`src/rtl/lc3b_pkg.sv`:
```
// Shared types and constants for the LC-3b memory access path.
package lc3b_pkg;

  typedef enum logic [1:0] {
    ST_IDLE,
    ST_ISSUE,
    ST_DONE,
    ST_FAULT
  } mau_state_t;

  localparam int unsigned TIMEOUT_DEFAULT = 16;

  // Access size as carried on the 'word' control bit.
  localparam logic SIZE_BYTE = 1'b0;
  localparam logic SIZE_WORD = 1'b1;

  // Byte-lane enables on mem_be.
  localparam logic [1:0] BE_NONE = 2'b00;
  localparam logic [1:0] BE_LO   = 2'b01;
  localparam logic [1:0] BE_HI   = 2'b10;
  localparam logic [1:0] BE_WORD = 2'b11;

endpackage

```
`src/rtl/mem_access_unit_if.sv`:
```
// Memory-side handshake between the access unit (master) and memory (slave).
interface mem_access_unit_if;

  logic        mem_cs;
  logic        mem_we;
  logic [1:0]  mem_be;
  logic [15:0] mem_addr;
  logic [15:0] mem_wdata;
  logic [15:0] mem_rdata;
  logic        mem_ready;

  modport master (
    output mem_cs, mem_we, mem_be, mem_addr, mem_wdata,
    input  mem_rdata, mem_ready
  );

  modport slave (
    input  mem_cs, mem_we, mem_be, mem_addr, mem_wdata,
    output mem_rdata, mem_ready
  );

endinterface

```
`src/rtl/mem_lane_fmt.sv`:
```
// Byte-lane formatting: lane enables, store-data replication and
// sign-extended byte load data.
module mem_lane_fmt
  import lc3b_pkg::*;
(
  input  logic        word,
  input  logic        addr0,
  input  logic [15:0] wdata,
  input  logic [15:0] mem_rdata,
  output logic [1:0]  be,
  output logic [15:0] wdata_fmt,
  output logic [15:0] rdata_fmt
);

  logic [7:0] lane;

  // Select lane enables and align data for word or byte accesses.
  always_comb begin
    be        = BE_NONE;
    wdata_fmt = '0;
    rdata_fmt = '0;
    lane      = '0;
    case (word)
      SIZE_WORD: begin
        be        = BE_WORD;
        wdata_fmt = wdata;
        rdata_fmt = mem_rdata;
      end
      SIZE_BYTE: begin
        be        = addr0 ? BE_HI : BE_LO;
        wdata_fmt = {wdata[7:0], wdata[7:0]};
        lane      = addr0 ? mem_rdata[15:8] : mem_rdata[7:0];
        rdata_fmt = {{8{lane[7]}}, lane};
      end
    endcase
  end

endmodule

```
`src/rtl/mem_access_unit.sv`:
```
// Load/store sequencer between the LC-3b control path and a ready-handshake
// memory. Handles byte lanes, misaligned-word faults and a ready timeout.
module mem_access_unit
  import lc3b_pkg::*;
#(
  parameter int unsigned TIMEOUT = TIMEOUT_DEFAULT
) (
  input  logic               clk,
  input  logic               reset,
  input  logic               req,
  input  logic               we,
  input  logic               word,
  input  logic [15:0]        addr,
  input  logic [15:0]        wdata,
  output logic [15:0]        rdata,
  output logic               busy,
  output logic               done,
  output logic               err,
  mem_access_unit_if.master  mem
);

  localparam logic [7:0] TCNT_LAST = 8'(TIMEOUT - 1);

  mau_state_t  state;
  logic [7:0]  tcnt;
  logic        lat_we;
  logic        lat_word;
  logic        lat_a0;

  logic        fmt_word;
  logic        fmt_a0;
  logic [1:0]  fmt_be;
  logic [15:0] fmt_wdata;
  logic [15:0] fmt_rdata;

  // The single formatter serves both request decode (IDLE, live inputs) and
  // load capture (ISSUE, latched size/lane), so its select inputs are muxed.
  always_comb begin
    fmt_word = lat_word;
    fmt_a0   = lat_a0;
    if (state == ST_IDLE) begin
      fmt_word = word;
      fmt_a0   = addr[0];
    end
  end

  mem_lane_fmt u_fmt (
    .word      (fmt_word),
    .addr0     (fmt_a0),
    .wdata     (wdata),
    .mem_rdata (mem.mem_rdata),
    .be        (fmt_be),
    .wdata_fmt (fmt_wdata),
    .rdata_fmt (fmt_rdata)
  );

  // Access FSM with registered status and memory-side outputs.
  always_ff @(posedge clk or negedge reset) begin
    if (!reset) begin
      state         <= ST_IDLE;
      tcnt          <= '0;
      lat_we        <= 1'b0;
      lat_word      <= 1'b0;
      lat_a0        <= 1'b0;
      busy          <= 1'b0;
      done          <= 1'b0;
      err           <= 1'b0;
      rdata         <= '0;
      mem.mem_cs    <= 1'b0;
      mem.mem_we    <= 1'b0;
      mem.mem_be    <= BE_NONE;
      mem.mem_addr  <= '0;
      mem.mem_wdata <= '0;
    end else begin
      done <= 1'b0;
      err  <= 1'b0;
      case (state)
        ST_IDLE: begin
          if (req) begin
            lat_we   <= we;
            lat_word <= word;
            lat_a0   <= addr[0];
            busy     <= 1'b1;
            if (word && addr[0]) begin
              state <= ST_FAULT;
              done  <= 1'b1;
              err   <= 1'b1;
            end else begin
              state         <= ST_ISSUE;
              tcnt          <= '0;
              mem.mem_cs    <= 1'b1;
              mem.mem_we    <= we;
              mem.mem_be    <= fmt_be;
              mem.mem_addr  <= {addr[15:1], 1'b0};
              mem.mem_wdata <= fmt_wdata;
            end
          end
        end
        ST_ISSUE: begin
          if (mem.mem_ready) begin
            state      <= ST_DONE;
            done       <= 1'b1;
            mem.mem_cs <= 1'b0;
            mem.mem_we <= 1'b0;
            mem.mem_be <= BE_NONE;
            if (!lat_we) begin
              rdata <= fmt_rdata;
            end
          end else if (tcnt == TCNT_LAST) begin
            state      <= ST_FAULT;
            done       <= 1'b1;
            err        <= 1'b1;
            mem.mem_cs <= 1'b0;
            mem.mem_we <= 1'b0;
            mem.mem_be <= BE_NONE;
          end else begin
            tcnt <= tcnt + 8'd1;
          end
        end
        ST_DONE, ST_FAULT: begin
          state <= ST_IDLE;
          busy  <= 1'b0;
        end
        default: begin
          state <= ST_IDLE;
          busy  <= 1'b0;
        end
      endcase
    end
  end

endmodule

```
`src/flat_wrapper.sv`:
```
// flat-port wrapper written by rule: the top's interface ports become plain ports
module mem_access_unit_flat import lc3b_pkg::*;
#(
  parameter int unsigned TIMEOUT = TIMEOUT_DEFAULT
)
  (clk, reset, req, we, word, addr, wdata, rdata, busy, done, err, mem_mem_cs, mem_mem_we, mem_mem_be, mem_mem_addr, mem_mem_wdata, mem_mem_rdata, mem_mem_ready);
  mem_access_unit_if mem_i ();
  input  logic clk;
  input  logic reset;
  input  logic req;
  input  logic we;
  input  logic word;
  input  logic [15:0] addr;
  input  logic [15:0] wdata;
  output logic [15:0] rdata;
  output logic busy;
  output logic done;
  output logic err;
  output wire logic [$bits(mem_i.mem_cs)-1:0] mem_mem_cs;
  output wire logic [$bits(mem_i.mem_we)-1:0] mem_mem_we;
  output wire logic [$bits(mem_i.mem_be)-1:0] mem_mem_be;
  output wire logic [$bits(mem_i.mem_addr)-1:0] mem_mem_addr;
  output wire logic [$bits(mem_i.mem_wdata)-1:0] mem_mem_wdata;
  input wire logic [$bits(mem_i.mem_rdata)-1:0] mem_mem_rdata;
  input wire logic [$bits(mem_i.mem_ready)-1:0] mem_mem_ready;
  assign mem_mem_cs = mem_i.mem_cs;
  assign mem_mem_we = mem_i.mem_we;
  assign mem_mem_be = mem_i.mem_be;
  assign mem_mem_addr = mem_i.mem_addr;
  assign mem_mem_wdata = mem_i.mem_wdata;
  assign mem_i.mem_rdata = mem_mem_rdata;
  assign mem_i.mem_ready = mem_mem_ready;
  mem_access_unit #(.TIMEOUT(TIMEOUT)) u_core (.clk(clk), .reset(reset), .req(req), .we(we), .word(word), .addr(addr), .wdata(wdata), .rdata(rdata), .busy(busy), .done(done), .err(err), .mem(mem_i));
endmodule
```
`config.mk`:
```
export PLATFORM = sky130hd
export DESIGN_NAME = mem_access_unit_flat
export DESIGN_NICKNAME = d
export VERILOG_FILES = /design/src/rtl/lc3b_pkg.sv /design/src/rtl/mem_access_unit_if.sv /design/src/rtl/mem_lane_fmt.sv /design/src/rtl/mem_access_unit.sv /design/src/flat_wrapper.sv
export SDC_FILE = /design/constraint.sdc
export NUM_CORES = 1
export LEC_CHECK = 0
export BUFFER_PORTS_ARGS = -buffer_cell sky130_fd_sc_hd__buf_2
export CORE_ASPECT_RATIO = 0.75
export CORE_MARGIN = 2
export CORE_UTILIZATION = 25
export CTS_CLUSTER_DIAMETER = 150
export DETAILED_ROUTE_END_ITERATION = 10
export GPL_TIMING_DRIVEN = 0
export PLACE_DENSITY_LB_ADDON = 0.2
export SLEW_MARGIN = 10
export SYNTH_ARGS = -nofsm -noshare
export SYNTH_HDL_FRONTEND = slang
export SYNTH_HIERARCHICAL = 1
export SYNTH_SLANG_ARGS = --single-unit
```
`constraint.sdc`:
```
create_clock -name clk -period 5.2 [get_ports clk]
set_input_delay 1.04 -clock clk [delete_from_list [all_inputs] [get_ports clk]]
set_output_delay 1.04 -clock clk [all_outputs]
set_load 0.03 [all_outputs]
```
==> metrics.yaml, run 1 <==
synth:
  synth_cell_types: 38
  synth_area_leader_cell: "dfrtp_1"
  yosysTopAreaCellShare_pct: 52.8
  syn_inst: 301
  syn-num-nets: 356
  synth.top_cells.by_area: "dfrtp_1 53%, nand2_1 12%, mux2_2 10%"
  syn_avg_cell_area_sq_um: 10.6
  synth-seq-cells: 67
  syn-cell-area_sq_mm: 0.00318
  yosysSeqAreaShare_pct: 52.8
  synth_commonest_cells: "102 x nand2_1, 67 x dfrtp_1, 29 x mux2_2, 14 x buf_4"
  synthArstFlopShare_pct: 100
  yosys.cell_count.top_type: "nand2_1"
  ys.warnings.count: 6
  synth_edf_count: 0
  synthFlopType: "dfrtp_1"
floorplan:
  die_area_sq_mm: 0.0136
  rows: 35
  io_pins: 109
  coreArea_sq_mm: 0.0123
  fp.dieW_um: 134
  initial_core_util_pct: 25.7
  die_h_um: 102
clocking:
  postCtsSetupBuffers: 0
  cts_resized: 0
  cts_buffers: 9
  clkTransAtPathRegs_ns: 0.06
  insertion_delay_ns: 0.32
  clock_sinks: 67
  cts_tree: "built"
  clock_path_buffers: 2
  clockRootBuffer: "clkbuf_16"
  hold_buffers: 0
  cts-htree-levels: 3
timing:
  finalWorstSetupSlack_ns: 2.96
  slew_headroom_pct: 57.4
  drv_slew: 0
  finalHoldViolCount: 0
  whs_ns: 0.471
  setup_violations: 0
  fin_skew_ns: 0.00545
  setup_tns_ns: 0
  period_share_pct: 43.2
  timing.fmax_mhz: 446
  worst_pin_slew_ns: 0.621
  rsz0062_at_grt: "false"
  fin_crit_ns: 2.24
drt:
  vias_per_cell: 4.22
  drtAntennaViolNets: 0
  vias: 2490
  first_pass_iters: 4
  drc_errors: 0
  wirelength_um: 7900
  drt_iter0_drc: 60
  routedWlPerCell_um: 13.4
setup_path:
  crit_path_max_fanout: 9
  slowest_delay_ns: 0.30
  cp-end-kind: "register"
  required_ns: 5.40
  criticalPathCategory: "in -> reg"
  crit_chain: "buf_2, mux2_2, buf_6, nand2b_4, buf_6, mux2_4, mux2_2"
  crit_slowest_cell: "mux2_4"
  cp.arrival_ns: 2.45
  cp-start-kind: "input pin"
grt:
  grt_pass1_wl_um: 13000
  antenna_found_initial: 1
  grt_remaining_overflow: 0
  grt_pass1_vias: 2526
  grtUsageTotal_pct: 12.3
  grt_max_degree: 40
final_layout:
  area_growth_syn_to_layout_pct: 34.1
  diodes: 0
  nFillCells: 1306
  post-route-cell-area_sq_mm: 0.00426
  final_nets: 475
  final_util_pct: 34.5
  stdcell_count: 590
  drive_gt1_share_pct: 43.9
run:
  cap_viol_max_count: 0
placed_design:
  numPortBuffers: 107
  place_ws_ns: 2.61
  gp_congestion: 0.733
  dpl_cell_area_sq_mm: 0.00394
  hpwl_um: 5840
  dp.cells: 575
worst_hold_path:
  min_path_type: "reg -> reg"
power_and_ir_drop:
  p_sw_mw: 1.14
  comb_power_share_pct: 45.1
  internal_power_mw: 1.63
  power_frac_clock_pct: 23.4
  p_sw_share_pct: 41.2
  peakVddDrop_v: 0.000223
  seq_power_share_pct: 31.6
  p_leak_nw: 2.24
  total_power_mw: 2.78
  power-per-cell-area_mw_per_mm2: 652
outcome:
  status: "completed"
-- cell families (layout without fill, tap and decap cells) --
kind of cell	after synthesis	in the layout	share of synthesized area (%)
other	1	1	0.118
buffers and inverters	32	155	5.99
AOI/OAI and AO/OA	24	24	5.32
muxes	46	46	17.1
and+or+nand+nor	130	130	18.4
DFF	67	67	52.8
adders and majority gates	1	1	0.394
-- registers in the layout, summed over array words and instances (netlist names), 2 cells and up --
signal / count
u_core/mem.mem_addr: 15
u_core/mem.mem_be: 2
u_core/mem.mem_wdata: 16
u_core/rdata: 16
u_core/state: 2
u_core/tcnt: 8
-- final cells by class --
class / instances / area (sq um) / share of cell area, %
Clock inverter: 4 / 75.1 / 1.76
Timing Repair Buffer: 108 / 558 / 13.1
Clock buffer: 11 / 243 / 5.70
Tap cell: 166 / 208 / 4.88
Sequential cell: 67 / 1680 / 39.4
Inverter: 11 / 41.3 / 0.969
Buffer: 21 / 149 / 3.49
Multi-Input combinational cell: 202 / 1310 / 30.7
-- worst max-delay path: cells and delay by family --
family | cells | cell delay (ns)
buffers and inverters | 3 | 0.43
and+or+nand+nor | 1 | 0.14
muxes | 3 | 0.84
-- power groups by stage --
stage / Sequential [mW] / Clock (mW) / Combinational (mW)
finish: 0.877 / 0.649 / 1.25
global route: 0.913 / 0.701 / 1.36
CTS: 0.881 / 0.673 / 1.27
detailed placement: 0.883 / 0 / 1.28
global placement: 0.879 / 0 / 1.26
floorplan: 1.28 / 0 / 0.491
-- final timing paths --
path / startpoint / to / slack [ns] / cells past startpoint
worst min register to register: u_core/mem.mem_addr[10] / u_core/mem.mem_addr[10] / 0.47 / 2
worst min-delay path: u_core/mem.mem_addr[10] / u_core/mem.mem_addr[10] / 0.47 / 2
worst max-delay path: word / u_core/rdata[3] / 2.96 / 7
max in group asynchronous: reset / u_core/lat_we / 4.02 / 2
min in group asynchronous: reset / u_core/mem.mem_wdata[2] / 0.64 / 1
worst max register to register: u_core/state[1] / u_core/rdata[3] / 3.03 / 7
-- layout by cell type (no fill, tap or decap), drive strengths merged --
master	instances
a21boi	1
a21oi	2
a22o	1
a31oi	2
a32o	1
and3	2
and4	1
buf	126
bufinv	2
clkbuf	14
clkinvlp	2
conb	1
dfrtp	67
ha	1
inv	11
mux2	38
mux2i	8
nand2	103
nand2b	2
nand3	10
nand4	1
nor2	3
nor2b	2
nor3b	2
o21a	1
o21ai	12
o21bai	2
o22ai	1
o2bb2ai	1
or2	1
or3	1
or3b	1
or4	1
-- metal layers --
metal	up-vias	wire, um	share of wire (%)	global-route usage, %
li1	1225	-	-	-
met1	1161	3820	48	16.6
met2	92	3250	41	17.6
met3	12	705	8.9	5.71
met4	0	121	1.5	3.89
met5	-	0	0	0
(Power assumes the default switching activity.)
==> run 2: changes to the inputs <==
==> constraint.sdc (replaced) <==
create_clock -name clk -period 2.2 [get_ports clk]
set_input_delay 0.44 -clock clk [delete_from_list [all_inputs] [get_ports clk]]
set_output_delay 0.44 -clock clk [all_outputs]
set_load 0.03 [all_outputs]
==> run 2 against run 1 <==
  * Non-clock buffer count unchanged
  * Critical path type is now reg -> reg
  * Register-to-register slack got worse by 2.9 ns
  * Largest power group unchanged
  * Highest routed layer unchanged
  * Sequential cell count is the same
==> metrics.yaml, run 2 (synthesis results as in run 1) <==
timing:
  setup_tns_ns: 0  # unchanged
  whs_ns: 0.0361  # was 0.471 ns
  timing.fmax_mhz: 475
  finalHoldViolCount: 0  # unchanged
  setup_violations: 0  # unchanged
  rsz0062_at_grt: "false"  # unchanged
  period_share_pct: 95.8
  finalWorstSetupSlack_ns: 0.0928  # was 2.96 ns
  fin_crit_ns: 2.11
  drv_slew: 0  # unchanged
  fin_skew_ns: 0.00531  # was 0.00545 ns
clocking:
  cts_tree: "built"  # unchanged
  cts-htree-levels: 3  # unchanged
  clock_path_buffers: 2  # unchanged
  postCtsSetupBuffers: 0  # unchanged
  insertion_delay_ns: 0.33  # was 0.32 ns
  clock_sinks: 67  # unchanged
  cts_buffers: 9  # unchanged
  clkTransAtPathRegs_ns: 0.06  # about the same
  clockRootBuffer: "clkbuf_16"  # unchanged
setup_path:
  reg2reg_from: "u_core/state[1]"  # unchanged
  reg2reg_to: "u_core/rdata[3]"  # unchanged
  required_ns: 2.40  # was 5.40 ns
  criticalPathCategory: "reg -> reg"  # was in -> reg
  cp.arrival_ns: 2.31  # was 2.45 ns
  crit_path_max_fanout: 9  # unchanged
  crit_chain: "nor2_2, mux2_2, buf_6, nand2b_4, buf_6, mux2_4, mux2_2"  # was buf_2, mux2_2, buf_6, nand2b_4, buf_6, mux2_4, mux2_2
  slowest_delay_ns: 0.45  # was 0.30 ns
  r2r_cells: 7  # unchanged
  cp-end-kind: "register"  # unchanged
  crit_slowest_cell: "dfrtp_1"  # was mux2_4
  reg2reg_slack_ns: 0.09  # was 3.03 ns
  cpLargestDelayFamily: "multiplexers"  # unchanged
  cp-start-kind: "register"  # was input pin
  critPathBufInv: 2  # was 3
placed_design:
  dpl_cell_area_sq_mm: 0.00394  # unchanged
  gp_congestion: 0.733  # unchanged
  place_ws_ns: 0.0234  # was 2.61 ns
  hpwl_um: 5840  # unchanged
  numPortBuffers: 107  # unchanged
  dp.cells: 575  # unchanged
final_layout:
  final_nets: 475  # unchanged
  final_util_pct: 34.5  # about the same
  top_regs: "u_core/mem.mem_wdata: 16 flops, u_core/rdata: 16 flops, u_core/mem.mem_addr: 15 flops"  # unchanged
  stdcell_count: 590  # unchanged
  final_cell_mix: "108 x buf_2, 102 x nand2_1, 67 x dfrtp_1"  # unchanged
  post-route-cell-area_sq_mm: 0.00427  # was 0.00426 sq mm
  drive_gt1_share_pct: 44.3  # was 43.9%
  diodes: 0  # unchanged
  area_growth_syn_to_layout_pct: 34.3  # was 34.1%
  final_common_cell: "buf_2"  # unchanged
grt:
  grt_pass1_wl_um: 13000  # unchanged
  antenna_found_initial: 1  # unchanged
  grtUsageTotal_pct: 12.3  # unchanged
  grt_max_degree: 40  # unchanged
  grt_remaining_overflow: 0  # unchanged
  grt_pass1_vias: 2526  # unchanged
drt:
  drtAntennaViolNets: 0  # unchanged
  drc_errors: 0  # unchanged
  first_pass_iters: 4  # unchanged
  drt_iter0_drc: 50  # was 60
  vias: 2488  # was 2,490
  vias_per_cell: 4.22  # about the same
  routedWlPerCell_um: 13.4  # about the same
  wirelength_um: 7900  # about the same
floorplan:
  rows: 35  # unchanged
  initial_core_util_pct: 25.7  # unchanged
  io_pins: 109  # unchanged
  die_h_um: 102  # unchanged
  fp.dieW_um: 134  # unchanged
  die_area_sq_mm: 0.0136  # unchanged
  coreArea_sq_mm: 0.0123  # unchanged
power_and_ir_drop:
  power-per-cell-area_mw_per_mm2: 1540  # was 652 mW/mm^2
  total_power_mw: 6.58  # was 2.78 mW
  peakVddDrop_v: 0.000527  # was 0.000223 V
  p_leak_nw: 2.24  # about the same
run:
  cap_viol_max_count: 0  # unchanged
worst_hold_path:
  min_path_type: "in -> async"  # was reg -> reg
outcome:
  status: "completed"  # unchanged
[run 2: what timing repair did]
item / in CTS / in global routing
hold endpoints to repair: 0 / 0
endpoints found under the setup margin: 0 / 16
hold buffers: 0 / 0
gates resized for setup: 0 / 2
[run 2: final cells by class]
type / count / area (sq um)
Timing Repair Buffer: 108 / 558
Multi-Input combinational cell: 202 / 1320
Clock buffer: 11 / 243
Tap cell: 166 / 208
Fill cell: 1306 / 8080
Clock inverter: 4 / 75.1
Inverter: 11 / 41.3
Buffer: 21 / 149
Sequential cell: 67 / 1680
[run 2: worst max path at each step]
stage               startpoint  slack (ns)  cells past startpoint               end
2_1_floorplan  u_core/state[1]        0.19                      7   u_core/rdata[0]
3_3_place_gp   u_core/state[1]        0.04                      5  u_core/rdata[14]
3_5_place_dp   u_core/state[1]        0.02                      5  u_core/rdata[14]
4_1_cts        u_core/state[1]       0.007                      5  u_core/rdata[10]
5_1_grt        u_core/state[1]        0.01                      7   u_core/rdata[3]
6_report       u_core/state[1]        0.09                      7   u_core/rdata[3]
[run 2: power by group]
| part | switching, mW | internal, mW | leakage [nW] |
|---|---|---|---|
| Combinational | 1.89 | 1.07 | 1.26 |
| Clock | 0.520 | 1.02 | 0.148 |
| Sequential | 0.297 | 1.78 | 0.832 |
| Total | 2.71 | 3.87 | 2.24 |
[run 2: routing by layer]
metal | global-route usage, % | up-vias | wire [um]
met4 | 3.89 | 0 | 121
met2 | 17.6 | 92 | 3230
met1 | 16.6 | 1160 | 3840
met5 | 0 | - | 0
li1 | - | 1224 | -
met3 | 5.71 | 12 | 705
[run 2: worst reg2reg max path, cell delays in order, from the launching register on]
cell,delay (ns)
dfrtp_1,0.45
nor2_2,0.18
mux2_2,0.36
buf_6,0.15
nand2b_4,0.14
buf_6,0.15
mux2_4,0.30
mux2_2,0.26
